## src/rtl/nn_sched_pkg.sv

```systemverilog
// Shared types and constants for the RNN scheduler.
// NN_SCHED_SKIP_H0_EN: step-1 hidden rows skip the all-zero W*h0 terms.
package nn_sched_pkg;

  typedef enum logic [2:0] {
    S_IDLE, S_LOAD, S_ISSUE_H, S_WAIT_H, S_ISSUE_Y, S_DRAIN, S_OUT
  } state_t;

  localparam logic KIND_HIDDEN = 1'b0;
  localparam logic KIND_OUTPUT = 1'b1;

  localparam logic [1:0] MAT_U = 2'd0;
  localparam logic [1:0] MAT_W = 2'd1;
  localparam logic [1:0] MAT_V = 2'd2;

  localparam int DIM     = 3;
  localparam int STEPS   = 3;
  localparam int RESULTS = 18;

  localparam int OPS_PER_HROW_FULL = 2 * DIM;
`ifdef NN_SCHED_SKIP_H0_EN
  localparam int OPS_PER_HROW = DIM;
`else
  localparam int OPS_PER_HROW = 2 * DIM;
`endif

endpackage

```

## src/rtl/nn_sched_operand_rf.sv

```systemverilog
// Operand storage for U, W, V and x (9 words each) with the load-index counter.
// All four streams are written in parallel; two combinational read ports.
module nn_sched_operand_rf
  import nn_sched_pkg::*;
#(
  parameter int DW = 32
) (
  input  logic          clk,
  input  logic          rst_n,
  input  logic          wr_en,
  input  logic [DW-1:0] wr_u,
  input  logic [DW-1:0] wr_w,
  input  logic [DW-1:0] wr_v,
  input  logic [DW-1:0] wr_x,
  output logic          load_last,
  input  logic [1:0]    rd_mat,
  input  logic [3:0]    rd_a_idx,
  input  logic [3:0]    rd_x_idx,
  output logic [DW-1:0] rd_a,
  output logic [DW-1:0] rd_x
);

  localparam int MW = DIM * DIM;

  logic [DW-1:0] mem [4*MW];
  logic [3:0]    load_idx;
  logic [5:0]    addr_a;
  logic [5:0]    addr_x;

  assign load_last = (load_idx == 4'(MW - 1));

  always_ff @(posedge clk or negedge rst_n) begin
    if (!rst_n)     load_idx <= '0;
    else if (wr_en) load_idx <= load_last ? 4'd0 : load_idx + 4'd1;
  end

  always_ff @(posedge clk) begin
    if (wr_en) begin
      mem[{2'b00, load_idx}]               <= wr_u;
      mem[6'(MW)     + {2'b00, load_idx}]  <= wr_w;
      mem[6'(2 * MW) + {2'b00, load_idx}]  <= wr_v;
      mem[6'(3 * MW) + {2'b00, load_idx}]  <= wr_x;
    end
  end

  assign addr_a = {4'b0000, rd_mat} * 6'(MW) + {2'b00, rd_a_idx};
  assign addr_x = 6'(3 * MW) + {2'b00, rd_x_idx};
  assign rd_a   = mem[addr_a];
  assign rd_x   = mem[addr_x];

endmodule

```

## src/rtl/nn_rnn_scheduler.sv

```systemverilog
// Sequences operand pairs of a 3-step RNN onto the shared FP MAC datapath.
// NN_SCHED_SKIP_H0_EN (via nn_sched_pkg) shortens step-1 hidden rows to 3 ops.
//
// state    | meaning
// IDLE     | waiting for first load word
// LOAD     | capturing 9 words per stream
// ISSUE_H  | issuing U*x_t and W*h_{t-1} rows
// WAIT_H   | waiting for h_t[0..2] to come back
// ISSUE_Y  | issuing V*h_t rows
// DRAIN    | waiting for the remaining results
// OUT      | streaming y1..y3 on out
module nn_rnn_scheduler
  import nn_sched_pkg::*;
#(
  parameter int SIG_WIDTH = 23,
  parameter int EXP_WIDTH = 8
) (
  input  logic                         clk,
  input  logic                         rst_n,
  input  logic                         in_valid_u,
  input  logic                         in_valid_w,
  input  logic                         in_valid_v,
  input  logic                         in_valid_x,
  input  logic [SIG_WIDTH+EXP_WIDTH:0] weight_u,
  input  logic [SIG_WIDTH+EXP_WIDTH:0] weight_w,
  input  logic [SIG_WIDTH+EXP_WIDTH:0] weight_v,
  input  logic [SIG_WIDTH+EXP_WIDTH:0] data_x,
  output logic                         op_valid,
  input  logic                         op_ready,
  output logic [SIG_WIDTH+EXP_WIDTH:0] op_a,
  output logic [SIG_WIDTH+EXP_WIDTH:0] op_b,
  output logic                         op_clr,
  output logic                         op_last,
  output logic                         op_kind,
  input  logic                         res_valid,
  input  logic [SIG_WIDTH+EXP_WIDTH:0] res_data,
  output logic                         out_valid,
  output logic [SIG_WIDTH+EXP_WIDTH:0] out
);

  localparam int DW = SIG_WIDTH + EXP_WIDTH + 1;

  state_t        state, state_nx;
  logic [1:0]    t, t_nx, row, row_nx, res_st, res_st_nx, col, rd_mat;
  logic [2:0]    term, term_nx, res_ph, res_ph_nx, h_last_term;
  logic [4:0]    res_cnt, res_cnt_nx, last_cnt, last_cnt_nx, h_need;
  logic [3:0]    out_cnt, out_cnt_nx, rd_a_idx, rd_x_idx;
  logic [DW-1:0] h [DIM];
  logic [DW-1:0] h_prev [DIM];
  logic [DW-1:0] y [DIM*STEPS];
  logic [DW-1:0] rd_a, rd_x, b_sel, op_a_nx, op_b_nx, out_nx;
  logic          wr_en, load_last, start_issue, issue_h, issue_y, adv, term_last;
  logic          res_acc, op_xfer, snap;
  logic          op_valid_nx, op_clr_nx, op_last_nx, op_kind_nx, out_valid_nx;

  // in_valid_w/v/x travel with in_valid_u, which alone qualifies the load.
  assign wr_en       = ((state == S_IDLE) || (state == S_LOAD)) && in_valid_u;
  assign start_issue = (state == S_LOAD) && wr_en && load_last;
  assign issue_h     = (state == S_ISSUE_H) || start_issue;
  assign issue_y     = (state == S_ISSUE_Y);
  assign op_xfer     = op_valid && op_ready;
  assign adv         = (issue_h || issue_y) && (!op_valid || op_ready);
  assign h_last_term = (t == 2'd1) ? 3'(OPS_PER_HROW - 1) : 3'(OPS_PER_HROW_FULL - 1);
  assign term_last   = issue_y ? (term == 3'd2) : (term == h_last_term);
  assign res_acc     = res_valid && (res_cnt != last_cnt);
  assign h_need      = {3'b000, t} * 5'd6 - 5'd3;

  nn_sched_operand_rf #(.DW(DW)) u_rf (
    .clk       (clk),
    .rst_n     (rst_n),
    .wr_en     (wr_en),
    .wr_u      (weight_u),
    .wr_w      (weight_w),
    .wr_v      (weight_v),
    .wr_x      (data_x),
    .load_last (load_last),
    .rd_mat    (rd_mat),
    .rd_a_idx  (rd_a_idx),
    .rd_x_idx  (rd_x_idx),
    .rd_a      (rd_a),
    .rd_x      (rd_x)
  );

  always_comb begin
    col      = (issue_h && term >= 3'd3) ? 2'(term - 3'd3) : term[1:0];
    rd_a_idx = {2'b00, row} * 4'd3 + {2'b00, col};
    rd_x_idx = ({2'b00, t} - 4'd1) * 4'd3 + {2'b00, col};
    rd_mat   = MAT_U;
    b_sel    = rd_x;
    if (issue_y) begin
      rd_mat = MAT_V;
      b_sel  = h[col];
    end else if (term >= 3'd3) begin
      rd_mat = MAT_W;
      b_sel  = h_prev[col];
    end
  end

  always_comb begin
    state_nx     = state;
    t_nx         = t;
    row_nx       = row;
    term_nx      = term;
    res_cnt_nx   = res_cnt;
    res_ph_nx    = res_ph;
    res_st_nx    = res_st;
    last_cnt_nx  = last_cnt;
    out_cnt_nx   = out_cnt;
    op_valid_nx  = op_valid;
    op_a_nx      = op_a;
    op_b_nx      = op_b;
    op_clr_nx    = op_clr;
    op_last_nx   = op_last;
    op_kind_nx   = op_kind;
    out_valid_nx = out_valid;
    out_nx       = out;
    snap         = 1'b0;

    if (res_acc) begin
      res_cnt_nx = res_cnt + 5'd1;
      res_ph_nx  = (res_ph == 3'd5) ? 3'd0 : res_ph + 3'd1;
      res_st_nx  = (res_ph == 3'd5) ? res_st + 2'd1 : res_st;
    end
    if (op_xfer && op_last) last_cnt_nx = last_cnt + 5'd1;

    case (state)
      S_IDLE:   if (in_valid_u) begin state_nx = S_LOAD; t_nx = 2'd1; end
      S_LOAD:   if (start_issue) state_nx = S_ISSUE_H;
      S_WAIT_H: if (res_cnt >= h_need) state_nx = S_ISSUE_Y;
      S_DRAIN: begin
        if (res_acc && res_cnt == 5'(RESULTS - 1)) begin
          state_nx     = S_OUT;
          out_valid_nx = 1'b1;
          out_nx       = y[0];
        end
      end
      S_OUT: begin
        if (out_cnt == 4'(DIM * STEPS - 1)) begin
          state_nx     = S_IDLE;
          out_valid_nx = 1'b0;
          out_nx       = '0;
          t_nx         = '0;
          res_cnt_nx   = '0;
          res_ph_nx    = '0;
          res_st_nx    = '0;
          last_cnt_nx  = '0;
          out_cnt_nx   = '0;
        end else begin
          out_cnt_nx = out_cnt + 4'd1;
          out_nx     = y[out_cnt + 4'd1];
        end
      end
      default: ;
    endcase

    // The op register reloads whenever it is empty or its pair transfers.
    if (adv) begin
      op_valid_nx = 1'b1;
      op_a_nx     = rd_a;
      op_b_nx     = b_sel;
      op_clr_nx   = (term == 3'd0);
      op_last_nx  = term_last;
      op_kind_nx  = (issue_y && term_last) ? KIND_OUTPUT : KIND_HIDDEN;
      if (!term_last) begin
        term_nx = term + 3'd1;
      end else begin
        term_nx = '0;
        if (row != 2'(DIM - 1)) begin
          row_nx = row + 2'd1;
        end else begin
          row_nx = '0;
          if (issue_h)                state_nx = S_WAIT_H;
          else if (t == 2'(STEPS))    state_nx = S_DRAIN;
          else begin
            state_nx = S_ISSUE_H;
            t_nx     = t + 2'd1;
            snap     = 1'b1;
          end
        end
      end
    end else if (op_xfer) begin
      op_valid_nx = 1'b0;
      op_a_nx     = '0;
      op_b_nx     = '0;
      op_clr_nx   = 1'b0;
      op_last_nx  = 1'b0;
      op_kind_nx  = 1'b0;
    end
  end

  always_ff @(posedge clk or negedge rst_n) begin
    if (!rst_n) begin
      state     <= S_IDLE;
      t         <= '0;
      row       <= '0;
      term      <= '0;
      res_cnt   <= '0;
      res_ph    <= '0;
      res_st    <= '0;
      last_cnt  <= '0;
      out_cnt   <= '0;
      op_valid  <= 1'b0;
      op_a      <= '0;
      op_b      <= '0;
      op_clr    <= 1'b0;
      op_last   <= 1'b0;
      op_kind   <= 1'b0;
      out_valid <= 1'b0;
      out       <= '0;
    end else begin
      state     <= state_nx;
      t         <= t_nx;
      row       <= row_nx;
      term      <= term_nx;
      res_cnt   <= res_cnt_nx;
      res_ph    <= res_ph_nx;
      res_st    <= res_st_nx;
      last_cnt  <= last_cnt_nx;
      out_cnt   <= out_cnt_nx;
      op_valid  <= op_valid_nx;
      op_a      <= op_a_nx;
      op_b      <= op_b_nx;
      op_clr    <= op_clr_nx;
      op_last   <= op_last_nx;
      op_kind   <= op_kind_nx;
      out_valid <= out_valid_nx;
      out       <= out_nx;
    end
  end

  // h_prev snapshots h_{t-1} so early h_{t} results cannot corrupt W*h operands.
  always_ff @(posedge clk or negedge rst_n) begin
    if (!rst_n) begin
      for (int i = 0; i < DIM; i++) begin
        h[i]      <= '0;
        h_prev[i] <= '0;
      end
      for (int i = 0; i < DIM * STEPS; i++) y[i] <= '0;
    end else begin
      if (start_issue) begin
        for (int i = 0; i < DIM; i++) h_prev[i] <= '0;
      end else if (snap) begin
        for (int i = 0; i < DIM; i++) h_prev[i] <= h[i];
      end
      if (res_acc) begin
        if (res_ph < 3'd3) h[res_ph[1:0]] <= res_data;
        else y[{2'b00, res_st} * 4'd3 + {1'b0, res_ph} - 4'd3] <= res_data;
      end
    end
  end

endmodule

```

## config.mk

```make
export PLATFORM = sky130hd
export DESIGN_NAME = nn_rnn_scheduler
export DESIGN_NICKNAME = d
export VERILOG_FILES = /design/src/rtl/nn_sched_pkg.sv /design/src/rtl/nn_sched_operand_rf.sv /design/src/rtl/nn_rnn_scheduler.sv
export SDC_FILE = /design/constraint.sdc
export NUM_CORES = 2
export LEC_CHECK = 0
export CELL_PAD_IN_SITES_DETAIL_PLACEMENT = 2
export CELL_PAD_IN_SITES_GLOBAL_PLACEMENT = 2
export CORE_ASPECT_RATIO = 0.8
export CORE_MARGIN = 3
export CORE_UTILIZATION = 39
export CTS_BUF_LIST = sky130_fd_sc_hd__clkbuf_8
export CTS_CLUSTER_DIAMETER = 50
export DETAILED_ROUTE_END_ITERATION = 7
export PLACE_DENSITY_LB_ADDON = 0.1
export SYNTH_ARGS = -nofsm -noshare
export SYNTH_HDL_FRONTEND = slang
export SYNTH_SLANG_ARGS = --single-unit
```

## constraint.sdc

```tcl
create_clock -name clk -period 12.5 [get_ports clk]
set_input_delay 3.75 -clock clk [delete_from_list [all_inputs] [get_ports clk]]
set_output_delay 3.75 -clock clk [all_outputs]
set_load 0.01 [all_outputs]
```

# ---- After elaboration in Yosys (flattened, before gate mapping)
# Memories as Yosys holds them, arrays and structs flattened.
# Cells that the tools add are included.
dict set report totals {
  output_inout_bits 101
  n_memories 1
  ramBits 1152
  reg_bits 614
}
dict set report classes {
  n_addsub 21
  n_reduce_logical 27
  muxes 82
  n_bitwise 5
  eq_ne 17
  magnitude_cmp 9
  multipliers 5
}
# name words width read_ports rd_clocked_by_memory_dff write_ports line_no
set memory_table {}
lappend memory_table {u_rf.mem 36 32 2 0 4 nn_sched_operand_rf.sv:25} ;# logic [DW-1:0] mem [4*MW];
# op count
set op_table {}
lappend op_table {{$mux 32} 15}
lappend op_table {{$bwmux 288} 1}
lappend op_table {{$mux 96} 2}
lappend op_table {{$bmux 32 s2} 2}
lappend op_table {{$bmux 32 s4} 1}
lappend op_table {{$demux 32 s4} 1}
lappend op_table {{$bwmux 96} 1}
lappend op_table {{$demux 32 s2} 1}
lappend op_table {{$pmux 32 s2} 1}
lappend op_table {{$mux 3} 15}
lappend op_table {{$mux 5} 6}
lappend op_table {{$mux 2} 14}
lappend op_table {{$add 5x4->6 const A} 3}
lappend op_table {{$mux 1} 17}
lappend op_table {{$eq 3x3->1 const B} 5}
lappend op_table {{$pmux 3 s5} 1}
lappend op_table {{$logic_and 1x1->1} 12}
lappend op_table {{$mul 2x2->4 const B} 3}
lappend op_table {{$add 5x1->5 const B} 2}
lappend op_table {{$ge 5x5->1 const B} 2}
lappend op_table {{$not 4->5} 2}
lappend op_table {{$eq 3x2->1 const B} 3}
lappend op_table {{$add 4x1->4 const B} 2}
lappend op_table {{$add 4x2->4} 2}
lappend op_table {{other kinds (34)} 52}

# ---- Logic depth before layout (Yosys ltp)
dict set report depth {
  depth_word 15
  ltp_mapped 23
  mapped_depth_nobuf 18
}

# ---- Modules after synthesis
# From an unflattened synthesis, not the netlist that was laid out.
dict set report hier_totals {
  cells_unflattened 8612
  area_unflattened_um2 101670.0
}
# mod area_each_um2 seq_area_each_um2 cells_per_inst instances
set by_module_without_submodules {}
lappend by_module_without_submodules {nn_sched_operand_rf 72811.1 34693.3 6318 1}
lappend by_module_without_submodules {nn_rnn_scheduler 28858.9 15264.6 2294 1}

# ---- Worst setup path after synthesis
# Ideal clock, no wire load.
dict set report synth_timing {
  path_kind {input -> register}
  startpoint {input in_valid_u}
  endpoint {register op_b[17]}
  path_stages 19
  t_arrival_ns 8.686
  required_time_ns 12.378
  n_path_buf 6
  slack_ns 3.693
  setup_time_ns 0.122
  cell_sequence {nor3b_2 a31oi_1 nor2_1 xnor2_1 clkbuf_1 inv_1 ha_1 buf_2 buf_2 inv_2 buf_1 ha_1 xor2_1 buf_2 buf_2 mux4_2 mux2i_1 o22ai_1 a32o_1}
}
dict set report synth_via {
  elab_chain_len 13
  word_cells_on_any_way 22
}
# element line_no
set synth_lines {}
lappend synth_lines {{start, declared} nn_rnn_scheduler.sv:20} ;# input logic in_valid_u,
lappend synth_lines {{$logic_and 1x1->1 *} nn_rnn_scheduler.sv:57} ;# assign wr_en = ((state == S_IDLE) || (state == S_LOAD)) && in_valid_u;
lappend synth_lines {{$logic_and 1x1->1 * (2 in series)} nn_rnn_scheduler.sv:58} ;# assign start_issue = (state == S_LOAD) && wr_en && load_last;
lappend synth_lines {{$logic_or 1x1->1 *} nn_rnn_scheduler.sv:59} ;# assign issue_h = (state == S_ISSUE_H) || start_issue;
lappend synth_lines {{branches (longest 9 deep; another with $mem_v2 36x32)} n/a}
lappend synth_lines {{end signal, assigned} nn_rnn_scheduler.sv:222} ;# op_b <= op_b_nx;
lappend synth_lines {{end, declared} nn_rnn_scheduler.sv:31} ;# output logic [SIG_WIDTH+EXP_WIDTH:0] op_b,
# Every way passes the cells marked *. The select of a mux whose other input is x is not followed.
# A chain may end at the register's enable or synchronous reset.

# ---- Worst setup path in the final report
dict set report layout_timing {
  startpoint {input in_valid_u}
  endpoint {register op_a[23]}
}
dict set report layout_via {
  elab_chain_len 10
  word_cells_on_any_way 13
}
# element line_no
set layout_lines {}
lappend layout_lines {{$logic_and 1x1->1 *} nn_rnn_scheduler.sv:57}
lappend layout_lines {{$logic_and 1x1->1 * (2 in series)} nn_rnn_scheduler.sv:58}
lappend layout_lines {{$logic_or 1x1->1 *} nn_rnn_scheduler.sv:59}
lappend layout_lines {{$logic_and 1x1->1} nn_rnn_scheduler.sv:85} ;# col = (issue_h && term >= 3'd3) ? 2'(term - 3'd3) : term[1:0];
lappend layout_lines {{$mux 2} nn_rnn_scheduler.sv:85}
lappend layout_lines {{$add 4x2->4} nn_rnn_scheduler.sv:86} ;# rd_a_idx = {2'b00, row} * 4'd3 + {2'b00, col};
lappend layout_lines {{$add 6x4->6} nn_sched_operand_rf.sv:46} ;# assign addr_a = {4'b0000, rd_mat} * 6'(MW) + {2'b00, rd_a_idx};
lappend layout_lines {{$mem_v2 36x32} n/a}
lappend layout_lines {{$mux 32} nn_rnn_scheduler.sv:157} ;# if (adv) begin
lappend layout_lines {{end signal, assigned} nn_rnn_scheduler.sv:221} ;# op_a <= op_a_nx;
lappend layout_lines {{end, declared} nn_rnn_scheduler.sv:30} ;# output logic [SIG_WIDTH+EXP_WIDTH:0] op_a,
# Mark *: on every way between the ends. The rest lies on a longest branch, timed or not.

==> results.txt <==
Most frequent cells in the layout - edfxtp_1 (1,152), nand2_1 (1,064), mux2i_1 (1,022)
Worst hold path class - flop to flop
Layout cells sized above 1 - 24.8%
Worst reg2reg path endpoint - op_a[23]
Pin count of the biggest net entering global routing - 194
Hold Vio Cnt, Final - 0
Post-synth EDFFs - 1,152
Pwr Density - 332 nW/um2
Setup_tns - 0 ns
Max Used Layer - met5
Setup ws final - 2.87 ns
Worst-case reg-to-reg path depth - 18
Post-synthesis cell type count - 76
R2R setup slack - 4.15 ns
Fin cells - 11,900
Register area share after synthesis - 49.4%
Most common cell after layout, fill and taps aside - edfxtp_1
Actual slew at the worst max-slew pin - 1.35 ns
Synth Net Count - 8,572
Post-CTS sizing - 0
Core box area - 257,000 um2
Worst VDD drop - 0.00112 V
Cell accounting for the most synthesized area - edfxtp_1
Final Max Tran Viols - 0
Remaining DRCs - 0
Data arrival time of the critical path - 10.46 ns
Area growth from synthesis to layout - 12.4%
Switch share - 44.4%
CTS sink cnt - 1,766
Routed Antenna Nets - 0
Max Fclk - 104 MHz
Max-cap violations - 0
Clock slew at reported path FFs - 0.05 ns
GR Util All Layers - 34.1%
Routed wire length - 463,000 um
# Post-CTS Setup Buffers - 0
FF-to-FF Start - u_rf.load_idx[0]
Logic pwr share - 63.2%
Placed cells - 11,400
Dominant synthesized flop cell - edfxtp_1
Total grt overflow - 0
Row count - 166
Seq cells post-synth - 1,766
Num CTS Buffers - 328
First-pass GRT wire length - 646,000 um
HPWL after DPL - 272,000 um
Die height - 461 um
Reg power frac - 22.1%
H-tree levels - 5
Syn Inst Count - 8,356
RSZ-0062 raised after global routing - no
Startpoint Class - input port
Antenna violations before repair - 29
Routed vias - 79,300
Met3 WL post-DR - 44,000 um
Met2 wire length - 199,000 um
Layout fillers - 25,400
Syn_area_per_cell - 12.1 um2
Vias in the first global route - 82,600
Max Fanout on Critical Path - 47
Clock Skew - 0.0736 ns
Post-synthesis cell area - 101,000 um2
Status - complete, no violations
Synth area leaders - edfxtp_1 (34%), dfrtp_1 (15%), mux4_2 (11%)
Top cell type's share of synthesized area - 34.2%
Hold buffer count at CTS - 0
FFs w/ async S/R, synth - 34.8%
CTS Root Buffer Type - clkbuf_8
Layout Nets - 8,452
CP Launch Point - in_valid_u
PortBufs - 265
Die span in x - 575 um
Switching pwr - 16,700 uW
1st-iter DRT viols - 9,519
Critical Path RT - 13.32 ns
Internal - 20,900 uW
Clock share of power - 14.7%
Multi-input logic area - 48,200 um2
TritonCTS clock tree - done
Total area of sequential cells - 50,000 um2
Clk buf depth - 4
DIE AREA - 265,000 um2
Critical path class - input port to flop
IO Pins - 269
Worst setup path end - op_a[23]
Ys Warns - 0
Final min period - 9.63 ns
Metal-1 WL - 201,000 um
Dpl ws - 2.01 ns
Routed wire per std cell - 38.8 um
Via/cell ratio - 6.64
WHS Path Cells - 1
GP Congestion - 0.890
Initial Util - 39.4%
Clk Latency, worst-skew pair - 1.03 ns
Endpoints failing setup - 0
Pre-Repair DR Iteration Count - 5
Final Cycle Share - 77.1%
CP endpoint kind - flop
Leak Pwr - 0.0447 uW
Hold Startpoint - out_valid
Rel. slew slack - 10.0%
## critical path: stages
cell and delay [ns]:
clkdlybuf4s50_1 0.60, nor3b_2 0.28, a31oi_1 0.25, nor2_1 0.38, mux2i_1 0.38, inv_1 0.11, fa_1 0.46, ha_1 0.30
ha_1 0.32, ha_4 0.13, inv_1 0.05, fa_4 1.66, buf_4 0.47, mux4_2 0.39, mux4_2 0.53, a22oi_1 0.21
nand2_1 0.08
## Yosys cell counts (all sizes together) (3+ instances only)
| cell type | instances |
|---|---|
| clkbuf | 762 |
| nor3 | 25 |
| a22oi | 67 |
| nand4 | 8 |
| a211o | 5 |
| fa | 7 |
| a21o | 72 |
| a21oi | 280 |
| nand2b | 7 |
| nor4 | 47 |
| inv | 40 |
| o21a | 6 |
| o21ai | 761 |
| a32o | 27 |
| mux4 | 512 |
| edfxtp | 1152 |
| mux2 | 760 |
| dfrtp | 614 |
| o221ai | 3 |
| nor3b | 3 |
| nand2 | 1113 |
| xor2 | 17 |
| ha | 41 |
| o41ai | 6 |
| a211oi | 66 |
| mux2i | 1023 |
| nand3b | 3 |
| nand4b | 4 |
| a31oi | 5 |
| o22ai | 27 |
| a221oi | 88 |
| or3 | 7 |
| xnor2 | 15 |
| nand3 | 24 |
| or3b | 4 |
| and3 | 5 |
| nor2b | 6 |
| nor2 | 413 |
| or2 | 3 |
| a221o | 87 |
| buf | 215 |
## final cells by class
cell class,instances,share of cell area [%]
flip-flops and latches,1766,44.0
multi-input cells,5572,42.5
clock buffers,367,4.45
repair buffers,527,4.25
well taps,3444,3.79
clock inverters,206,0.919
inverters,41,0.137
diodes,7,0.0154
## state kept, by name (all words and copies together), names as in the netlist, 2 cells and up
register,flops
u_rf.load_idx,4
out,32
last_cnt,5
out_cnt,4
h,96
y,288
row,2
t,2
res_cnt,5
state,3
term,3
h_prev,96
op_a,32
op_b,32
res_st,2
res_ph,3
u_rf.mem,1152
## metrics by stage
step | util, % | power [uW] | hold WS, ns | cell area, um2
floorplan | - | 23500 | 0.452 | 101000
global placement | 41.9 | 31400 | 0.465 | 107000
detailed placement | 41.9 | 32000 | 0.476 | 107000
CTS | 44.2 | 37600 | 0.487 | 114000
global route | 44.2 | 39100 | 0.512 | 114000
finish | 44.2 | 37700 | 0.482 | 114000
## layer usage
metal	vias to the layer above	track usage, %
met5	-	0
met4	12	12.8
met3	937	7.67
met2	4128	50.3
met1	43000	48.9
li1	31200	-
## power by group through the flow
stage / Sequential (uW) / Combinational [uW] / Clock, uW
2_1_floorplan: 8040 / 15500 / 0
3_3_place_gp: 8320 / 23100 / 0
3_5_place_dp: 8420 / 23600 / 0
4_1_cts: 8310 / 23700 / 5620
5_1_grt: 8460 / 24800 / 5870
6_report: 8330 / 23800 / 5530
## how the worst min path moves through the flow
| stage | end | slack (ns) |
|---|---|---|
| finish | out_valid | 0.48 |
| detailed placement | out_valid | 0.48 |
| CTS | out_valid | 0.49 |
| global route | y[84] | 0.51 |
| global placement | y[33] | 0.47 |
| floorplan | y[33] | 0.45 |
## kinds of logic (layout without fill, tap and decap cells)
kind of cell	count (synthesis)	in the layout	synth area share [%]
adder cells (fa/ha/maj)	48	48	0.646
flip-flops	1766	1766	49.4
XOR/XNOR	32	32	0.277
other	0	7	0
AND/OR/NAND/NOR	1682	1682	6.67
buffers and inverters	1018	1141	3.90
AO/OA/AOI/OAI	1515	1515	9.07
multiplexers	2295	2295	30.0
Power figures use the tool's default switching activity.
